<file path="src/rtl/lock_pkg.sv">
// Shared types and defaults for the smart-lock actuator controller.
package lock_pkg;

   typedef enum logic [1:0] {
      ST_IDLE       = 2'b00,
      ST_UNLOCKED   = 2'b01,
      ST_DOOR_ALARM = 2'b10,
      ST_LOCKOUT    = 2'b11
   } state_e;

   localparam int unsigned UNLOCK_CYCLES_DEF  = 50;
   localparam int unsigned MAX_FAILS_DEF      = 3;
   localparam int unsigned LOCKOUT_CYCLES_DEF = 200;

   typedef struct packed {
      logic unlock;
      logic alarm;
      logic locked_out;
   } outs_t;

   // Moore output decode; anything unexpected drives every output low.
   function automatic outs_t decode_outs(state_e s);
      outs_t o;
      o = '0;
      case (s)
         ST_UNLOCKED:   o.unlock     = 1'b1;
         ST_DOOR_ALARM: o.alarm      = 1'b1;
         ST_LOCKOUT:    o.locked_out = 1'b1;
         default:       o = '0;
      endcase
      return o;
   endfunction

endpackage

</file>
<file path="src/rtl/lock_timer.sv">
// Loadable down-counter that parks at zero; shared by the unlock window
// and the lockout period.
module lock_timer #(
   parameter int unsigned CNT_W = 16
) (
   input  logic             clk,
   input  logic             reset,
   input  logic             load,
   input  logic [CNT_W-1:0] load_val,
   output logic             zero
);

   logic [CNT_W-1:0] cnt_q;

   // Load has priority; otherwise count down and hold at zero.
   always_ff @(posedge clk or posedge reset) begin
      if (reset)
         cnt_q <= '0;
      else if (load)
         cnt_q <= load_val;
      else if (cnt_q != '0)
         cnt_q <= cnt_q - CNT_W'(1);
   end

   assign zero = (cnt_q == '0);

endmodule

</file>
<file path="src/rtl/lock_ctrl.sv">
// Smart-lock controller: turns detector matches and attempt strobes into a
// timed unlock, counts consecutive failures, enforces a timed lockout and
// raises an alarm if the door is still open when the unlock window closes.
module lock_ctrl
   import lock_pkg::*;
#(
   parameter int unsigned UNLOCK_CYCLES  = UNLOCK_CYCLES_DEF,
   parameter int unsigned MAX_FAILS      = MAX_FAILS_DEF,
   parameter int unsigned LOCKOUT_CYCLES = LOCKOUT_CYCLES_DEF,
   parameter int unsigned CNT_W          = 16,
   parameter int unsigned FAIL_W         = 2
) (
   input  logic              clk,
   input  logic              reset,
   input  logic              pattern_detect,
   input  logic              attempt_end,
   input  logic              door_closed,
   output logic              unlock,
   output logic              alarm,
   output logic              locked_out,
   output logic [FAIL_W-1:0] fail_count
);

   state_e            state_q;
   outs_t             outs_q;
   logic              match_seen_q;
   logic [FAIL_W-1:0] fail_q;

   logic              success;
   logic              fail_last;
   logic              tmr_load;
   logic [CNT_W-1:0]  tmr_val;
   logic              tmr_zero;

   // Attempt outcome and timer load request, evaluated only while idle.
   always_comb begin
      success   = match_seen_q | pattern_detect;
      fail_last = ((fail_q + FAIL_W'(1)) == FAIL_W'(MAX_FAILS));
      tmr_load  = (state_q == ST_IDLE) && attempt_end && (success || fail_last);
      tmr_val   = success ? CNT_W'(UNLOCK_CYCLES - 1) : CNT_W'(LOCKOUT_CYCLES - 1);
   end

   lock_timer #(.CNT_W(CNT_W)) u_timer (
      .clk      (clk),
      .reset    (reset),
      .load     (tmr_load),
      .load_val (tmr_val),
      .zero     (tmr_zero)
   );

   // Main FSM; outputs are registered alongside the state they decode from.
   always_ff @(posedge clk or posedge reset) begin
      if (reset) begin
         state_q      <= ST_IDLE;
         outs_q       <= '0;
         match_seen_q <= 1'b0;
         fail_q       <= '0;
      end else begin
         case (state_q)
            ST_IDLE: begin
               if (attempt_end) begin
                  match_seen_q <= 1'b0;
                  if (success) begin
                     state_q <= ST_UNLOCKED;
                     outs_q  <= decode_outs(ST_UNLOCKED);
                     fail_q  <= '0;
                  end else if (fail_last) begin
                     state_q <= ST_LOCKOUT;
                     outs_q  <= decode_outs(ST_LOCKOUT);
                     fail_q  <= FAIL_W'(MAX_FAILS);
                  end else begin
                     fail_q  <= fail_q + FAIL_W'(1);
                  end
               end else if (pattern_detect) begin
                  match_seen_q <= 1'b1;
               end
            end
            ST_UNLOCKED: begin
               match_seen_q <= 1'b0;
               if (tmr_zero) begin
                  if (door_closed) begin
                     state_q <= ST_IDLE;
                     outs_q  <= decode_outs(ST_IDLE);
                  end else begin
                     state_q <= ST_DOOR_ALARM;
                     outs_q  <= decode_outs(ST_DOOR_ALARM);
                  end
               end
            end
            ST_DOOR_ALARM: begin
               match_seen_q <= 1'b0;
               if (door_closed) begin
                  state_q <= ST_IDLE;
                  outs_q  <= decode_outs(ST_IDLE);
               end
            end
            ST_LOCKOUT: begin
               match_seen_q <= 1'b0;
               if (tmr_zero) begin
                  state_q <= ST_IDLE;
                  outs_q  <= decode_outs(ST_IDLE);
                  fail_q  <= '0;
               end
            end
            default: begin
               state_q      <= ST_IDLE;
               outs_q       <= '0;
               match_seen_q <= 1'b0;
               fail_q       <= '0;
            end
         endcase
      end
   end

   assign unlock     = outs_q.unlock;
   assign alarm      = outs_q.alarm;
   assign locked_out = outs_q.locked_out;
   assign fail_count = fail_q;

endmodule

</file>
<file path="config.mk">
export PLATFORM = sky130hd
export DESIGN_NAME = lock_ctrl
export DESIGN_NICKNAME = d
export VERILOG_FILES = /design/src/rtl/lock_pkg.sv /design/src/rtl/lock_timer.sv /design/src/rtl/lock_ctrl.sv
export SDC_FILE = /design/constraint.sdc
export NUM_CORES = 1
export LEC_CHECK = 0
export CORE_UTILIZATION = 57
export DETAILED_ROUTE_END_ITERATION = 10
export PLACE_DENSITY = 0.86
export SYNTH_ARGS = -nofsm -noshare
export SYNTH_HDL_FRONTEND = slang
export SYNTH_SLANG_ARGS = --single-unit
export TNS_END_PERCENT = 30
</file>
<file path="constraint.sdc">
create_clock -name clk -period 2.2 [get_ports clk]
set_input_delay 0.33 -clock clk [delete_from_list [all_inputs] [get_ports clk]]
set_output_delay 0.33 -clock clk [all_outputs]
set_load 0.005 [all_outputs]
</file>
# == Word-level counts from Yosys, hierarchy flattened ==
# Index checks and enable logic that the tools add are counted.
# totals
ff_bits,24
inputBits,5
out_inout_bits,5
elab_cells,57
# op_classes
add_sub_neg,2
eq_ne,10
muxes,26
bitwise_logic,1
n_reduce_logical,11
# op_table
operator,n
$mux 16,2
$mux 2,11
$mux 3,6
$logic_not 16->1,1
$reduce_bool 16->1,1
$sub 16x1->16 const B,1
$pmux 3 s4,1
$mux 8,1
$ne 2x2->1 const B,4
$pmux 2 s4,1
$eq 2x2->1 const B,3
$ne 3x3->1 const B,2
$reduce_and 5->1,1
$pmux 2 s2,1
$reduce_bool 2->1,2
$reduce_and 3->1,1
$reduce_or 3->1,1
$add 2x1->2 const B,1
$eq 2x1->1 const B,1
$logic_and 1x1->1,2
$logic_not 2->1,1
$mux 1,2
$pmux 1 s2,1
$logic_or 1x1->1,1
$or 1x1->1,1

# == Longest topological paths before layout ==
# Gate-level depths: netlist of the first run.
# logic_depth
ltp_word,6
ltp_mapped,7
depth_no_buf,6

# == Hierarchy ==
# A second synthesis of the first run with hierarchy kept.
# hier_totals
cells_unflattened,150
area_unflattened_um2,1501.4
# by_module_without_submodules
mod,n_inst,cells_per_inst,area_each_um2,seq_area_each_um2
lock_timer,1,102,993.5,400.4
lock_ctrl,1,48,508.0,200.2

# == Least setup slack after synthesis of the first run ==
# OpenSTA, ideal clock, no wires.
# synth_path
path_type,reg-to-reg
start,reg u_timer.cnt_q[0]
end,reg state_q[1]
setup_time_ps,131
t_arrival_ps,1612
required_time_ps,2069
slack_ps,457
path_stages_with_launch,8
n_path_buf,1
synth_period_minus_slack_ps,1743
cell_sequence,dfrtp_1 > inv_1 > ha_1 > nor4b_1 > and4_1 > buf_4 > mux2i_1 > o211ai_1
# synth_between
elab_chain_len,3
elab_cells_between_ends,4
cone_classes,eq/ne (2); reduce/logical (2)
# synth_rtl
item,line_no,source
from (decl),lock_timer.sv:13,logic [CNT_W-1:0] cnt_q;
from (signal assigned),lock_timer.sv:20,cnt_q <= load_val;
from (signal assigned),lock_timer.sv:22,cnt_q <= cnt_q - CNT_W'(1);
$logic_not 16->1 (*),lock_timer.sv:25,assign zero = (cnt_q == '0);
$ne 2x2->1 (no source line),n/a,
$reduce_and 5->1 (no source line) (*),n/a,
to (signal assigned),lock_ctrl.sv:54,state_q <= ST_IDLE;
to (signal assigned),lock_ctrl.sv:64,state_q <= ST_UNLOCKED;
to (signal assigned),lock_ctrl.sv:68,state_q <= ST_LOCKOUT;
to (decl),lock_ctrl.sv:24,state_e state_q;
# Mark *: on every way between the ends. The rest lies on a longest branch, timed or not.
# A chain may end at the register's enable or synchronous reset.

# == Worst setup path in the final report of the first run ==
# layout_path
start,reg u_timer.cnt_q[0]
end,reg u_timer.cnt_q[7]
# layout_between
elab_chain_len,3
elab_cells_between_ends,5
cone_classes,add/sub (1); mux (2); reduce/logical (2)
# layout_rtl
item,line_no,source
$sub 16x1->16,lock_timer.sv:22,
$mux 16,lock_timer.sv:21,else if (cnt_q != '0)
$mux 16,lock_timer.sv:19,else if (load)
# Parallel ways exist; a longest one is shown, timed or not. The select of a mux whose other input is x is not followed.

==> impl_metrics.env, run 1 <==
export IMPL_drt_iter0_markers=32
export IMPL_postCtsSetupBuffers=0
export IMPL_core_mm2=0.002212
export IMPL_port_buffers=9
export IMPL_finalSetupViolCount=0
export IMPL_dr_pass1_iters=4
export IMPL_netlist_top_cells_area="dfrtp_1 45%, o21ai_0 6.0%, a21oi_1 4.1%"
export IMPL_cts_path_max_buffers=2
export IMPL_ant_nets=0
export IMPL_num_rows=17
export IMPL_cts_buffers=3
export IMPL_start_util=0.6018
export IMPL_via_per_inst=6.154
export IMPL_leakage_nw=0.5985
export IMPL_ys_flop_type="dfrtp_1"
export IMPL_antenna_cells=0
export IMPL_cp_start_kind="flip-flop"
export IMPL_r2r_end="u_timer.cnt_q[7]"
export IMPL_crit_arrival_ns=2.25
export IMPL_syn_area_mm2=0.001331
export IMPL_ys_ff_latch=24
export IMPL_post_route_min_period_ns=1.990
export IMPL_grt_overflow=0
export IMPL_htreeDepth=1
export IMPL_area_growth_pct=13.06
export IMPL_dp_hpwl_um=2044
export IMPL_wire_per_inst_um=14.89
export IMPL_pwr_share_seq=0.558
export IMPL_synth_fp_nets=149
export IMPL_die_area_mm2=0.002533
export IMPL_clkTransAtPathRegs_ns=0.13
export IMPL_hold_class="in -> async"
export IMPL_synth_top_area_frac=0.4511
export IMPL_reg2regPathDepth=6
export IMPL_async_flop_share=1.000
export IMPL_finalWirelength_um=2710
export IMPL_power_internal_mw=0.7843
export IMPL_power_density_mw_per_mm2=748.1
export IMPL_drc=0
export IMPL_cp_required_ns=2.46
export IMPL_post_synth_top_count_cell="dfrtp_1"
export IMPL_ys_warn_count=0
export IMPL_finalClockSkew_ns=0.005828
export IMPL_io_pins=10
export IMPL_r2r_start="u_timer.cnt_q[0]"
export IMPL_die_h_um=50.33
export IMPL_synth_edff_count=0
export IMPL_grt_antenna_before_repair=0
export IMPL_finish_utilization=0.6804
export IMPL_p_comb_frac=0.156
export IMPL_max_freq_ghz=0.5025
export IMPL_worst_pin_slew_ns=0.4108
export IMPL_final_layout_size_suffix_gt1_frac=0.09740
export IMPL_rrSetupSlack_ns=0.21
export IMPL_final_hold_violation_count=0
export IMPL_max_cap_viol_count=0
export IMPL_synth_seq_area_share=0.4511
export IMPL_rsz0062_at_grt="false"
export IMPL_drv_slew=0
export IMPL_track_usage=0.2476
export IMPL_grt_pass1_wl_um=4767
export IMPL_cts_tree="yes"
export IMPL_fin_crit_sh=0.9045
export IMPL_p_clk_frac=0.286
export IMPL_syn_area_per_cell_um2=9.375
export IMPL_grt_pass1_vias=1149
export IMPL_ys_types=44
export IMPL_cp_end_kind="flip-flop"
export IMPL_fin_nets=162
export IMPL_root_buffer="clkbuf_4"
export IMPL_peakVddDrop_mv=0.7620
export IMPL_via_count=1120
export IMPL_path_class="reg -> reg"
export IMPL_cp_max_fo=14
export IMPL_p_sw_mw=0.3417
export IMPL_status="finished clean"
export IMPL_synth_top_area_cell="dfrtp_1"
export IMPL_synthCells=142
export IMPL_slew_headroom=0.7261
export IMPL_clock_latency_ns=0.33
export IMPL_gp_congestion=0.8500
export IMPL_die_w_um=50.33
export IMPL_fin_setup_tns_ns=0
export IMPL_grt_max_degree=25
export IMPL_yosys_top_cells_count="24 x dfrtp_1, 16 x o21ai_0, 12 x nor2_1"
export IMPL_netSwitchingFraction=0.3034
export IMPL_numClockSinks=24
metrics by stage:
stage | instance area, µm² | worst slack, ns | hold WS (ns) | power [mW] | instances
final | 1505 | 0.2100 | 0.3404 | 1.126 | 182
after global routing | 1505 | 0.07831 | 0.3961 | 1.181 | 182
after CTS | 1504 | 0.1788 | 0.3530 | 1.135 | 182
after detailed placement | 1451 | 0.1594 | 0.5290 | 0.8122 | 178
after global placement | 1451 | 0.2610 | 0.5042 | 0.7943 | 178
after floorplan | 1331 | 0.4572 | 0.3446 | 0.7459 | 142
per-layer routing:
metal	routed length, µm	GRT usage	up-vias	part of all wire
li1	-	-	548	-
met1	1177	0.2950	535	0.43
met2	1401	0.4422	30	0.52
met3	79	0.02424	7	0.029
met4	51	0.1204	0	0.019
met5	0	0	-	0
power groups by stage:
stage                     clock, mW  combinational, mW  sequential, mW
after floorplan                   0              0.136           0.610
after global placement            0              0.166           0.629
after detailed placement          0              0.175           0.637
after CTS                     0.330              0.177           0.628
after global routing          0.339              0.201           0.641
final                         0.322              0.176           0.628
final cells by class:
cell class / count / area, µm²
tap: 28 / 35.03
timing repair buffer: 12 / 112.6
fill: 172 / 706.9
clock inverter: 1 / 30.03
inverter: 10 / 37.54
multi-input combinational: 104 / 666.9
sequential: 24 / 600.6
clock buffer: 3 / 22.52
layout by cell type (no fill, tap or decap), drive strengths merged, types with 4 or more instances in the layout:
master,instances
inv,10
nor2,12
nand2,10
or3,6
a21oi,11
o21ai,17
dfrtp,24
clkdlybuf4s50,9
or4,4
how the worst max path moves through the flow:
stage                     start                 to  slack, ns
2_1_floorplan  u_timer.cnt_q[0]         state_q[1]       0.46
3_3_place_gp   u_timer.cnt_q[0]         state_q[1]       0.26
3_5_place_dp        attempt_end  u_timer.cnt_q[15]       0.16
4_1_cts        u_timer.cnt_q[0]              alarm       0.18
5_1_grt        u_timer.cnt_q[0]             unlock       0.08
6_report       u_timer.cnt_q[0]   u_timer.cnt_q[7]       0.21
flip-flops by register name (all words and copies together) (netlist names):
register and cells:
alarm 1, fail_count 2, locked_out 1, match_seen_q 1
state_q 2, u_timer.cnt_q 16, unlock 1
cells by family after synthesis:
group | Yosys count | share of synthesized area
AOI/OAI and AO/OA | 41 | 0.1852
xor gates and xnor gates | 2 | 0.01316
adders and majority gates | 2 | 0.01879
buffers and inverters | 14 | 0.04887
DFF | 24 | 0.4511
muxes | 4 | 0.03102
and+or+nand+nor | 55 | 0.2519
repair_timing:
item,4_1_cts,5_1_grt
gates resized for setup,0,1
hold buffers,0,0
setup endpoints to repair,0,2
worst max-delay path, stage by stage (launching register included):
cell     delay, ns
dfrtp_1       0.41
inv_1         0.08
ha_1          0.25
nor4b_1       0.16
and4_2        0.33
or4_1         0.49
a31oi_1       0.19
Power figures use the tool's default switching activity.
==> run 2, diff against run 1 <==
--- a/config.mk
+++ b/config.mk
@@ -5,10 +5,11 @@
 export SDC_FILE = /design/constraint.sdc
 export NUM_CORES = 1
 export LEC_CHECK = 0
-export CORE_UTILIZATION = 57
+export CORE_UTILIZATION = 58
 export DETAILED_ROUTE_END_ITERATION = 10
-export PLACE_DENSITY = 0.86
+export PLACE_DENSITY = 0.87
 export SYNTH_ARGS = -nofsm -noshare
 export SYNTH_HDL_FRONTEND = slang
+export SYNTH_HIERARCHICAL = 1
 export SYNTH_SLANG_ARGS = --single-unit
 export TNS_END_PERCENT = 30
==> constraint.sdc (replaced) <==
create_clock -name clk -period 1.9 [get_ports clk]
set_input_delay 0.285 -clock clk [delete_from_list [all_inputs] [get_ports clk]]
set_output_delay 0.285 -clock clk [all_outputs]
set_load 0.005 [all_outputs]
==> impl_metrics.env, run 2 <==
export IMPL_track_usage=0.2524
export IMPL_path_class="reg -> reg"
export IMPL_numClockSinks=24
export IMPL_reg2regPathDepth=8
export IMPL_post_synth_top_count_cell="dfrtp_1"
export IMPL_io_pins=10
export IMPL_fin_cells=212
export IMPL_synthCells=150
export IMPL_cp_cell_sequence="inv_2 > ha_4 > nor3b_4 > nand4b_4 > nor2_4 > buf_4 > mux2_1 > o21ai_1"
export IMPL_multi_input_area_um2=897.1
export IMPL_largest_register_ffs=16
export IMPL_dr_pass1_iters=4
export IMPL_crit_arrival_ns=2.14
export IMPL_yosys_top_cells_count="24 x dfrtp_1, 20 x nand2_1, 10 x xnor2_1"
export IMPL_ys_warn_count=6
export IMPL_grt_pass1_vias=1135
export IMPL_cts_tree="yes"
export IMPL_rsz0062_at_grt="true"
export IMPL_finalSetupViolCount=0
export IMPL_fin_crit_sh=0.9866
export IMPL_startpoint="u_timer/cnt_q[0]"
export IMPL_fin_area_mm2=0.001821
export IMPL_finish_utilization=0.7416
export IMPL_synth_seq_area_share=0.4000
export IMPL_fin_nets=190
export IMPL_syn_area_per_cell_um2=10.01
export IMPL_area_growth_pct=21.25
export IMPL_cp_slowest_cell="dfrtp_1"
export IMPL_grtUsageMet2=0.4451
export IMPL_cts_hold_buf=0
export IMPL_final_hold_violation_count=0
export IMPL_regArea_um2=601.8
export IMPL_leakage_nw=0.7730
export IMPL_max_cap_viol_count=0
export IMPL_synth_top_area_cell="dfrtp_1"
export IMPL_synth_top_area_frac=0.4000
export IMPL_cp_start_kind="flip-flop"
export IMPL_start_util=0.6116
export IMPL_cts_buffers=3
export IMPL_final_cell_mix="23 x dfrtp_1, 19 x nand2_1, 17 x buf_4"
export IMPL_via_per_inst=5.585
export IMPL_peakVddDrop_mv=0.6933
export IMPL_clkTransAtPathRegs_ns=0.14
export IMPL_layout_commonest_cell="dfrtp_1"
export IMPL_fill_cells=177
export IMPL_clock_latency_ns=0.32
export IMPL_cp_buffers_inverters=2
export IMPL_r2r_end="u_timer/cnt_q[1]"
export IMPL_grt_max_degree=22
export IMPL_gp_congestion=0.8149
export IMPL_via_count=1184
export IMPL_status="finished clean"
export IMPL_rrSetupSlack_ns=0.03
export IMPL_die_h_um=52.88
export IMPL_root_buffer="clkbuf_4"
export IMPL_critPathMaxStageDelay_ns=0.43
export IMPL_use_met1=0.3162
export IMPL_max_freq_ghz=0.5335
export IMPL_hold_slack_ns=0.2188
export IMPL_placed_cell_area_mm2=0.001759
export IMPL_drv_slew=0
export IMPL_slew_headroom=0.5820
export IMPL_post_route_min_period_ns=1.875
export IMPL_drc=0
export IMPL_grt_pass1_wl_um=5030
export IMPL_cp_max_fo=5
export IMPL_antenna_cells=0
export IMPL_top_usage_layer="met2"
export IMPL_core_mm2=0.002455
export IMPL_async_flop_share=1.000
export IMPL_syn_area_mm2=0.001501
export IMPL_netlist_top_cells_area="dfrtp_1 40%, xnor2_1 5.8%, nand2_1 5.0%"
export IMPL_htreeDepth=1
export IMPL_fin_setup_tns_ns=0
export IMPL_ys_types=48
export IMPL_crit_family="simple AND/OR/NAND/NOR gates"
export IMPL_wire_per_inst_um=14.92
export IMPL_final_layout_size_suffix_gt1_frac=0.2637
export IMPL_hold_class="in -> async"
export IMPL_worst_pin_slew_ns=0.6263
export IMPL_port_buffers=9
export IMPL_power_density_mw_per_mm2=1083
export IMPL_ant_nets=0
export IMPL_met3_usage=0.02586
export IMPL_die_area_mm2=0.002796
export IMPL_cp_end_kind="flip-flop"
export IMPL_grt_overflow=0
export IMPL_finalWirelength_um=3162
export IMPL_grt_antenna_before_repair=0
export IMPL_regMostFlops="u_timer/cnt_q"
export IMPL_cp_required_ns=2.16
export IMPL_ys_ff_latch=24
export IMPL_drt_iter0_markers=12
export IMPL_ys_flop_type="dfrtp_1"
export IMPL_cts_path_max_buffers=2
export IMPL_dpl_cell_count=207
export IMPL_dp_hpwl_um=2417
export IMPL_num_rows=18
export IMPL_r2r_start="u_timer/cnt_q[0]"
export IMPL_synth_edff_count=0
export IMPL_die_w_um=52.88
export IMPL_finalClockSkew_ns=0.006936
-- run 2: cell types whose count changed after synthesis, sizes merged, moves of 5 or more --
cell   change
nand2     +10
xnor2      +9
or3        -6
nor3       +5
o21ai     -11
-- run 2: final cells by class --
cell class	instances	share of cell area
Clock buffer	4	0.01993
Inverter	8	0.01649
Multi-Input combinational cell	120	0.4928
Sequential cell	24	0.3306
Tap cell	30	0.02062
Timing Repair Buffer	26	0.1196
-- run 2: power breakdown --
group | internal, mW | switching [mW] | total [mW]
clock network | 0.117 | 0.158 | 0.275
registers | 0.675 | 0.228 | 0.903
logic | 0.414 | 0.379 | 0.793
total | 1.21 | 0.765 | 1.97
-- run 2: through the flow --
step                      worst slack [ns]  total power [mW]
after detailed placement           0.02278             1.656
after global routing              -0.07316             2.074
after CTS                          0.02174             1.932
after global placement             0.07352             1.602
after floorplan                  -0.002141             1.425
final                              0.02546             1.972
-- run 2: routing by layer --
metal / wire [µm] / share of wire / vias up
li1: - / - / 585
met1: 1375 / 0.43 / 570
met2: 1645 / 0.52 / 23
met3: 80 / 0.025 / 6
met4: 61 / 0.019 / 0
met5: 0 / 0 / -
-- run 2: how the worst max path moves through the flow --
stage | endpoint | slack [ns] | cells past startpoint
4_1_cts | u_timer/cnt_q[15] | 0.02 | 6
3_3_place_gp | unlock | 0.07 | 8
5_1_grt | u_timer/cnt_q[1] | -0.07 | 8
2_1_floorplan | unlock | -0.002 | 8
6_report | u_timer/cnt_q[1] | 0.03 | 8
3_5_place_dp | unlock | 0.02 | 8
-- run 2: cell families after synthesis --
| group | synth area share |
|---|---|
| buffers and inverters | 0.05000 |
| adders and majority gates | 0.01666 |
| other | 0.005002 |
| xor gates and xnor gates | 0.06417 |
| and+or+nand+nor | 0.2533 |
| AOI/OAI and AO/OA | 0.1658 |
| DFF | 0.4000 |
| muxes | 0.04500 |
-- run 2: what timing repair did --
action	in CTS	in global routing
pin swaps	0	6
resized for setup	1	4
endpoints found under the setup margin	1	11
setup buffers	0	1
-- run 2: worst register-to-register path, cell delays in order, from the launching register on --
cell      delay [ns]
dfrtp_1         0.43
inv_2           0.10
ha_4            0.13
nor3b_4         0.24
nand4b_4        0.16
nor2_4          0.17
buf_4           0.16
mux2_1          0.32
o21ai_1         0.11
==> run 3, diff against run 2 <==
--- a/config.mk
+++ b/config.mk
@@ -5,6 +5,7 @@
 export SDC_FILE = /design/constraint.sdc
 export NUM_CORES = 1
 export LEC_CHECK = 0
+export ABC_CLOCK_PERIOD_IN_PS = 1900
 export CORE_UTILIZATION = 58
 export DETAILED_ROUTE_END_ITERATION = 10
 export PLACE_DENSITY = 0.87
==> results of run 3 <==
Same layout as run 2: the final DEF is identical, and so are final timing and power.
